===== src/rtl/scara_move_sequencer.sv =====
// scara_move_sequencer: queues two-joint move commands and sequences each one into both stepper drivers
module scara_move_sequencer #(
   parameter int DEPTH     = 4,
   parameter int SETUP_CYC = 10,
   parameter int PULSE_CYC = 10
) (
   input  logic                     clk_50,
   input  logic                     reset_n,
   input  logic                     cmd_valid,
   output logic                     cmd_ready,
   input  logic [7:0]               cmd_steps_a,
   input  logic [7:0]               cmd_steps_b,
   input  logic                     cmd_dir_a,
   input  logic                     cmd_dir_b,
   input  logic                     cmd_fast,
   input  logic                     abort,
   input  logic                     fin_a,
   input  logic                     fin_b,
   output logic [7:0]               steps_a,
   output logic [7:0]               steps_b,
   output logic                     dir_a,
   output logic                     dir_b,
   output logic                     fast,
   output logic                     new_in,
   output logic                     motor_en,
   output logic                     busy,
   output logic                     move_done,
   output logic [$clog2(DEPTH):0]   queue_count
);
   localparam int AW   = $clog2(DEPTH);
   localparam int CW   = AW + 1;
   localparam int TMAX = (SETUP_CYC > PULSE_CYC) ? SETUP_CYC : PULSE_CYC;
   localparam int TW   = $clog2(TMAX + 1);
   localparam logic [2:0] IDLE   = 3'd0;
   localparam logic [2:0] SETUP  = 3'd1;
   localparam logic [2:0] PULSE  = 3'd2;
   localparam logic [2:0] SETTLE = 3'd3;
   localparam logic [2:0] RUN    = 3'd4;
   localparam logic [2:0] DONE   = 3'd5;
   logic [2:0]    state;
   logic [AW-1:0] wr_ptr;
   logic [AW-1:0] rd_ptr;
   logic [CW-1:0] count;
   logic [TW-1:0] timer;
   logic [18:0]   mem [DEPTH];
   logic          push;
   logic          pop;
   assign cmd_ready   = count < CW'(DEPTH);
   assign queue_count = count;
   assign busy        = state != IDLE;
   assign push        = cmd_valid & cmd_ready;
   assign pop         = (state == IDLE) && (count != '0);
   always_ff @(posedge clk_50) begin
      if (push)
         mem[wr_ptr] <= {cmd_fast, cmd_dir_b, cmd_dir_a, cmd_steps_b, cmd_steps_a};
   end
   always_ff @(posedge clk_50) begin
      if (!reset_n) begin
         state     <= IDLE;
         wr_ptr    <= '0;
         rd_ptr    <= '0;
         count     <= '0;
         timer     <= '0;
         steps_a   <= '0;
         steps_b   <= '0;
         dir_a     <= 1'b0;
         dir_b     <= 1'b0;
         fast      <= 1'b0;
         new_in    <= 1'b0;
         motor_en  <= 1'b0;
         move_done <= 1'b0;
      end else if (abort) begin
         state     <= IDLE;
         wr_ptr    <= '0;
         rd_ptr    <= '0;
         count     <= '0;
         timer     <= '0;
         new_in    <= 1'b0;
         motor_en  <= 1'b0;
         move_done <= 1'b0;
      end else begin
         if (push)
            wr_ptr <= wr_ptr + 1'b1;
         if (pop)
            rd_ptr <= rd_ptr + 1'b1;
         count     <= count + CW'(push) - CW'(pop);
         move_done <= 1'b0;
         case (state)
            IDLE: if (pop) begin
               {fast, dir_b, dir_a, steps_b, steps_a} <= mem[rd_ptr];
               state    <= SETUP;
               timer    <= '0;
               motor_en <= 1'b1;
            end
            // one extra setup cycle puts the new_in rise 12 cycles after the push
            SETUP: if (timer == TW'(SETUP_CYC)) begin
               state  <= PULSE;
               new_in <= 1'b1;
               timer  <= '0;
            end else
               timer <= timer + 1'b1;
            PULSE: if (timer == TW'(PULSE_CYC - 1)) begin
               state  <= SETTLE;
               new_in <= 1'b0;
               timer  <= '0;
            end else
               timer <= timer + 1'b1;
            SETTLE: if (timer == TW'(1)) begin
               state <= RUN;
               timer <= '0;
            end else
               timer <= timer + 1'b1;
            RUN: if (fin_a & fin_b) begin
               state     <= DONE;
               move_done <= 1'b1;
            end
            DONE: begin
               state    <= IDLE;
               motor_en <= 1'b0;
            end
            default: state <= IDLE;
         endcase
      end
   end
endmodule


===== config.mk =====
export PLATFORM = sky130hd
export DESIGN_NAME = scara_move_sequencer
export DESIGN_NICKNAME = d
export VERILOG_FILES = /design/src/rtl/scara_move_sequencer.sv
export SDC_FILE = /design/constraint.sdc
export NUM_CORES = 1
export LEC_CHECK = 0
export ABC_AREA = 0
export BUFFER_PORTS_ARGS = -buffer_cell sky130_fd_sc_hd__buf_2
export CORE_UTILIZATION = 62
export CTS_CLUSTER_SIZE = 24
export DETAILED_ROUTE_END_ITERATION = 8
export PLACE_DENSITY = 0.92
export SLEW_MARGIN = 10
export SYNTH_ARGS = -nofsm -noshare
export SYNTH_HDL_FRONTEND = slang
export SYNTH_SLANG_ARGS = --single-unit

===== constraint.sdc =====
create_clock -name clk_50 -period 4.8 [get_ports clk_50]
set_input_delay 0.72 -clock clk_50 [delete_from_list [all_inputs] [get_ports clk_50]]
set_output_delay 0.72 -clock clk_50 [all_outputs]
set_load 0.01 [all_outputs]

==> results of run 1 <==
-- cells by family after synthesis --
group	after synthesis	synth area share
flip-flops	112	0.663
AND/OR/NAND/NOR	95	0.111
AO/OA/AOI/OAI	37	0.0643
buffers and inverters	23	0.0290
multiplexers	19	0.0944
adder cells (fa/ha/maj)	9	0.0265
XOR/XNOR	6	0.0116
-- stage by stage --
step	hold WS [ns]	util	area (µm²)	setup slack (ns)	power, W
global route	0.480	0.726	5040	2.08	0.00212
detailed placement	0.448	0.693	4810	2.17	0.00145
floorplan	0.479	-	4530	2.44	0.00136
finish	0.459	0.726	5040	2.26	0.00203
CTS	0.463	0.726	5040	2.27	0.00205
global placement	0.438	0.693	4810	2.26	0.00143
-- tightest hold or removal path: stages, from the launching register on --
cell and delay (ns):
dfxtp_1 0.32, nand2_1 0.05, a21boi_1 0.05
-- state kept, by name, indices dropped and copies added (netlist names), 2 cells and up --
register / cells
mem: 76
steps_a: 8
steps_b: 8
timer: 4
queue_count: 3
state: 3
rd_ptr: 2
wr_ptr: 2
-- power by group --
part	internal [W]	total (W)	switching, W
logic	0.000129	0.000300	0.000171
registers	0.00109	0.00112	0.0000304
clock network	0.000301	0.000609	0.000308
-- final timing paths --
| path | start | cells after the start | end | slack, ns |
|---|---|---|---|---|
| setup reg to reg | queue_count[1]$_SDFF_PP0_ | 8 | queue_count[2]$_SDFF_PP0_ | 2.26 |
| hold reg to reg | fast$_SDFFE_PN0P_ | 2 | fast$_SDFFE_PN0P_ | 0.46 |
| setup / recovery | queue_count[1]$_SDFF_PP0_ | 8 | queue_count[2]$_SDFF_PP0_ | 2.26 |
| hold / removal | fast$_SDFFE_PN0P_ | 2 | fast$_SDFFE_PN0P_ | 0.46 |
-- area by class of cell --
cell class	count	area share
clock inverter	7	0.0204
clock buffer	9	0.0246
multi-input combinational	166	0.277
tap	96	0.0238
sequential	112	0.596
timing repair buffer	52	0.0521
inverter	8	0.00596
-- layer usage --
metal | vias up | wire length, µm
met1 | 1241 | 2990
met4 | 0 | 44
met2 | 92 | 4400
met3 | 4 | 430
li1 | 1198 | -
met5 | - | 0
-- layout by cell type, fill, tap and decap left out, drive strengths merged, types with 2 or more instances in the layout --
cell	netlist	final
buf	7	52
a21oi	7	7
edfxtp	76	76
nand2	42	42
mux4	19	19
clkinv	0	3
clkbuf	8	9
xnor2	4	4
nand2b	3	3
nor4bb	2	2
o21ai	3	3
a22oi	2	2
a21boi	19	19
xor2	2	2
ha	8	8
nor2	13	13
bufinv	0	2
or2	3	3
nand3b	3	3
or3	4	4
nor3	11	11
nor2b	4	4
and2	6	6
inv	8	10
dfxtp	36	36
nand3	2	2
==> impl_metrics.yaml, run 1 <==
global_routing:
  track_usage: 0.227
  grt_pass1_wl_um: 12100
  grt-busiest-layer: "met2"
  grt-ovfl-total: 0
  antenna_found_initial: 0
  met2_usage: 0.401
  grt_use_met3: 0.0408
  grt_max_degree: 22
  first_global_vias: 2400
  gr-usage-met1: 0.274
yosys:
  yosys_warnings: 0
  yosysSeqAreaShare: 0.663
  syn_area_per_cell_um2: 15.1
  synth_flop_cell: "edfxtp_1"
  synth_edf_count: 76
  netlist_top_cells_area: "edfxtp_1 (50%), dfxtp_1 (16%), mux4_2 (9.4%)"
  synth_top_area_share: 0.504
  yosysMostFrequentCell: "edfxtp_1"
  ys_seq_elements: 112
  synth_area_mm2: 0.00453
  synth_nets: 335
  netlist-cell-type-count: 42
  synthArstFlopShare: 0
  yosys.area.top_type: "edfxtp_1"
  synthTopCellsByCount: "edfxtp_1 (76), dfxtp_1 (36), nand2_1 (32), mux4_2 (19), nor2_1 (13)"
  synth_cells: 301
sta:
  finalSetupViolations: 0
  layout_worst_path_cycle_share: 0.529
  relSlewSlack: 0.337
  rsz0062_at_grt: "false"
  worst_slew_pin_slew_ns: 0.994
  skew_ns: 0.00995
  hold_viol: 0
  setup-tns-final_ns: 0
  finalCriticalPeriod_ns: 2.54
  clock.fmax_mhz: 394
  maxSlewViolCount: 0
clock_tree:
  cts_root_buffer: "clkbuf_8"
  cts-resized-gates: 0
  clkSinkCount: 112
  clk_latency_ns: 0.35
  post_cts_buffers: 0
  clk_pin_slew_worst_paths_ns: 0.10
  cts_tree: "yes"
  hold_buffers: 0
  cts_made_buffers: 9
  clock_path_buffers: 2
  cts_htree_levels: 3
die:
  pin_count: 52
  die_w_um: 87.5
  die_y_um: 87.5
  start_util: 0.652
  rows: 30
  die_area_mm2: 0.00765
  core-area_mm2: 0.00694
detailed_routing:
  drt_iter0_drc: 140
  firstDrtPassIters: 4
  antenna_left: 0
  drt-total-wl_um: 7860
  routedWlPerCell_um: 17.5
  vias: 2535
  viasPerCell: 5.63
  drc_errors: 0
setup_path:
  required_ns: 5.03
  crit_top_cell: "xnor2_1"
  slowest_stage: "nor3_1"
  max_stage_delay_ns: 0.77
  worstSetupStartpointType: "register"
  crit_path_cell_trace: "nor3_1 -> or3_1 -> nand2_1 -> ha_1 -> fa_1 -> xnor2_1 -> xnor2_1 -> nor2_1"
  cpLargestDelayFamily: "simple AND/OR/NAND/NOR gates"
  crit_fanout: 8
  critPathCaptureType: "register"
  cp_data_arrival_time_ns: 2.77
  crit_type: "register to register"
  crit_buf_inv: 0
layout:
  multiInputGateArea_mm2: 0.00140
  nets: 383
  regArea_mm2: 0.00300
  n_fill_cell: 439
  antenna_cells: 0
  layout-drive-gt1-share: 0.316
  instances_no_fill: 450
  areaGrowthSynthToFinish_pct: 11.2
min_path:
  hp-class: "register to register"
outcome:
  status: "complete, no violations"
place:
  port_buffers: 51
  routabilityCongestion: 0.884
  place_inst: 434
  dp_hpwl_um: 5370
power_and_ir_drop:
  power_density_mw_per_mm2: 402
  vdd_ir_drop_max_v: 0.000261
  leakagePower_nw: 1.74
run:
  timing.max_cap.violations: 0
Note: power is estimated with default switching activity, not from simulation.
==> run 2, diff against run 1 <==
--- a/config.mk
+++ b/config.mk
@@ -7,10 +7,10 @@
 export LEC_CHECK = 0
 export ABC_AREA = 0
 export BUFFER_PORTS_ARGS = -buffer_cell sky130_fd_sc_hd__buf_2
-export CORE_UTILIZATION = 62
+export CORE_UTILIZATION = 58
 export CTS_CLUSTER_SIZE = 24
 export DETAILED_ROUTE_END_ITERATION = 8
-export PLACE_DENSITY = 0.92
+export PLACE_DENSITY = 0.87
 export SLEW_MARGIN = 10
 export SYNTH_ARGS = -nofsm -noshare
 export SYNTH_HDL_FRONTEND = slang
==> constraint.sdc (replaced) <==
create_clock -name clk_50 -period 2.55 [get_ports clk_50]
set_input_delay 0.3825 -clock clk_50 [delete_from_list [all_inputs] [get_ports clk_50]]
set_output_delay 0.3825 -clock clk_50 [all_outputs]
set_load 0.01 [all_outputs]
==> run 2 against run 1 <==
  * Core utilization down 2.8 points
  * Via count is 1.5% higher
  * Fmax increased by 12%
  * Hold slack got worse by 0.22 ns
  * Highest routed layer unchanged
  * Register-to-register slack got worse by 2.0 ns
  * Die area up 6.7%
  * Critical path depth is 1 higher
  * Clock-buffer cell count is 1 higher
  * Final cell count is 3.8% higher
  * Sequential cell count unchanged
==> impl_metrics.yaml, run 2 (synthesized netlist as in run 1, its figures left out) <==
outcome:
  status: "complete, no violations"
place:
  preCtsSetupSlack_ns: 0.202
  place_area_mm2: 0.00493
  routabilityCongestion: 0.798
  dp_hpwl_um: 5480
  place_inst: 451
  port_buffers: 51
sta:
  finalSetupViolations: 0
  setup-tns-final_ns: 0
  worst_slack_ns: 0.281
  hold_viol: 0
  relSlewSlack: 0.354
  worst_slew_pin_slew_ns: 0.969
  skew_ns: 0.00731
  layout_worst_path_cycle_share: 0.890
  finalCriticalPeriod_ns: 2.27
  rsz0062_at_grt: "false"
  maxSlewViolCount: 0
  clock.fmax_mhz: 441
global_routing:
  grt_pass1_wl_um: 13100
  grt_max_degree: 22
  track_usage: 0.212
  antenna_found_initial: 0
  first_global_vias: 2628
  grt-ovfl-total: 0
layout:
  stdcell_area_mm2: 0.00517
  layout_commonest_cell: "edfxtp_1"
  n_fill_cell: 515
  instances_no_fill: 467
  largest_reg_flops: 76
  largestRegisters: "mem x76, steps_a x8, steps_b x8"
  areaGrowthSynthToFinish_pct: 14.1
  final_cell_mix: "edfxtp_1 (76), buf_2 (51), dfxtp_1 (36)"
  layout-drive-gt1-share: 0.334
  largest_register: "mem"
  antenna_cells: 0
  nets: 397
detailed_routing:
  vias: 2574
  viasPerCell: 5.51
  antenna_left: 0
  drt_iter0_drc: 107
  routedWlPerCell_um: 17.2
  drt-total-wl_um: 8030
  drc_errors: 0
  firstDrtPassIters: 4
die:
  die_w_um: 90.4
  die_y_um: 90.4
  start_util: 0.612
  core-area_mm2: 0.00741
  pin_count: 52
  die_area_mm2: 0.00817
  rows: 31
clock_tree:
  cts_htree_levels: 3
  hold_buffers: 0
  cts_made_buffers: 9
  post_cts_buffers: 0
  clkSinkCount: 112
  cts_root_buffer: "clkbuf_8"
  cts-resized-gates: 0
  cts_tree: "yes"
  clk_latency_ns: 0.35
  clk_pin_slew_worst_paths_ns: 0.10
  clock_path_buffers: 2
setup_path:
  worstSetupStartpointType: "register"
  cp_data_arrival_time_ns: 2.49
  crit_path_cell_trace: "or3_4 -> or2_2 -> nand2_1 -> nand2_1 -> ha_1 -> fa_1 -> xnor2_1 -> xnor2_1 -> nor2_1"
  critPathCaptureType: "register"
  cpLargestDelayFamily: "simple AND/OR/NAND/NOR gates"
  required_ns: 2.77
  slowest_stage: "or3_4"
  max_stage_delay_ns: 0.42
  crit_fanout: 6
  crit_buf_inv: 0
  crit_type: "register to register"
power_and_ir_drop:
  leakagePower_nw: 1.82
  vdd_ir_drop_max_v: 0.000345
  power_density_mw_per_mm2: 756
run:
  timing.max_cap.violations: 0
min_path:
  hp-class: "input port to register"
[run 2: changes by cell type in the layout (fill, tap and decap cells not counted), sizes merged]
cell,before,now
clkbuf,9,10
buf,52,66
bufinv,2,3
clkinv,3,2
inv,10,9
[run 2: metal layers]
metal	vias up	part of all wire	wire length, µm	track usage
met4	0	0.0078	63	0.0551
met3	9	0.050	401	0.0421
met2	67	0.52	4210	0.374
met1	1270	0.42	3360	0.268
met5	-	0	0	0
li1	1228	-	-	-
[run 2: worst reg2reg max path, cell delays in order, from the launching register on]
cell	delay [ns]
dfxtp_1	0.32
or3_4	0.42
or2_2	0.33
nand2_1	0.07
nand2_1	0.06
ha_1	0.20
fa_1	0.38
xnor2_1	0.18
xnor2_1	0.14
nor2_1	0.06
[run 2: final cells by class]
class	count	area [µm²]	area share
inverters	8	30.0	0.00581
multi-input cells	166	1400	0.270
clock inverters	6	106	0.0206
clock buffers	10	128	0.0247
repair buffers	66	380	0.0736
flip-flops and latches	112	3000	0.581
well taps	99	124	0.0240
[run 2: stage by stage]
| stage | total power [W] | hold slack, ns | util |
|---|---|---|---|
| floorplan | 0.00257 | 0.479 | - |
| global placement | 0.00272 | 0.443 | 0.666 |
| detailed placement | 0.00275 | 0.451 | 0.666 |
| CTS | 0.00394 | 0.223 | 0.698 |
| global route | 0.00407 | 0.220 | 0.698 |
| finish | 0.00391 | 0.240 | 0.698 |
[run 2: power by group]
group | total [W] | switching, W | internal (W)
registers | 0.00211 | 0.0000586 | 0.00205
logic | 0.000596 | 0.000325 | 0.000271
clock network | 0.00120 | 0.000554 | 0.000651
[run 2: final timing paths]
check                           cells after the start                    start  slack (ns)                   endpoint
worst max-delay path                                9    state[2]$_SDFFE_PP0P_        0.28  queue_count[2]$_SDFF_PP0_
worst min register to register                      2  steps_b[6]$_SDFFE_PN0P_        0.46    steps_b[6]$_SDFFE_PN0P_
worst min-delay path                                1           cmd_steps_a[6]        0.24        mem[2][6]$_DFFE_PP_
worst max register to register                      9    state[2]$_SDFFE_PP0P_        0.28  queue_count[2]$_SDFF_PP0_
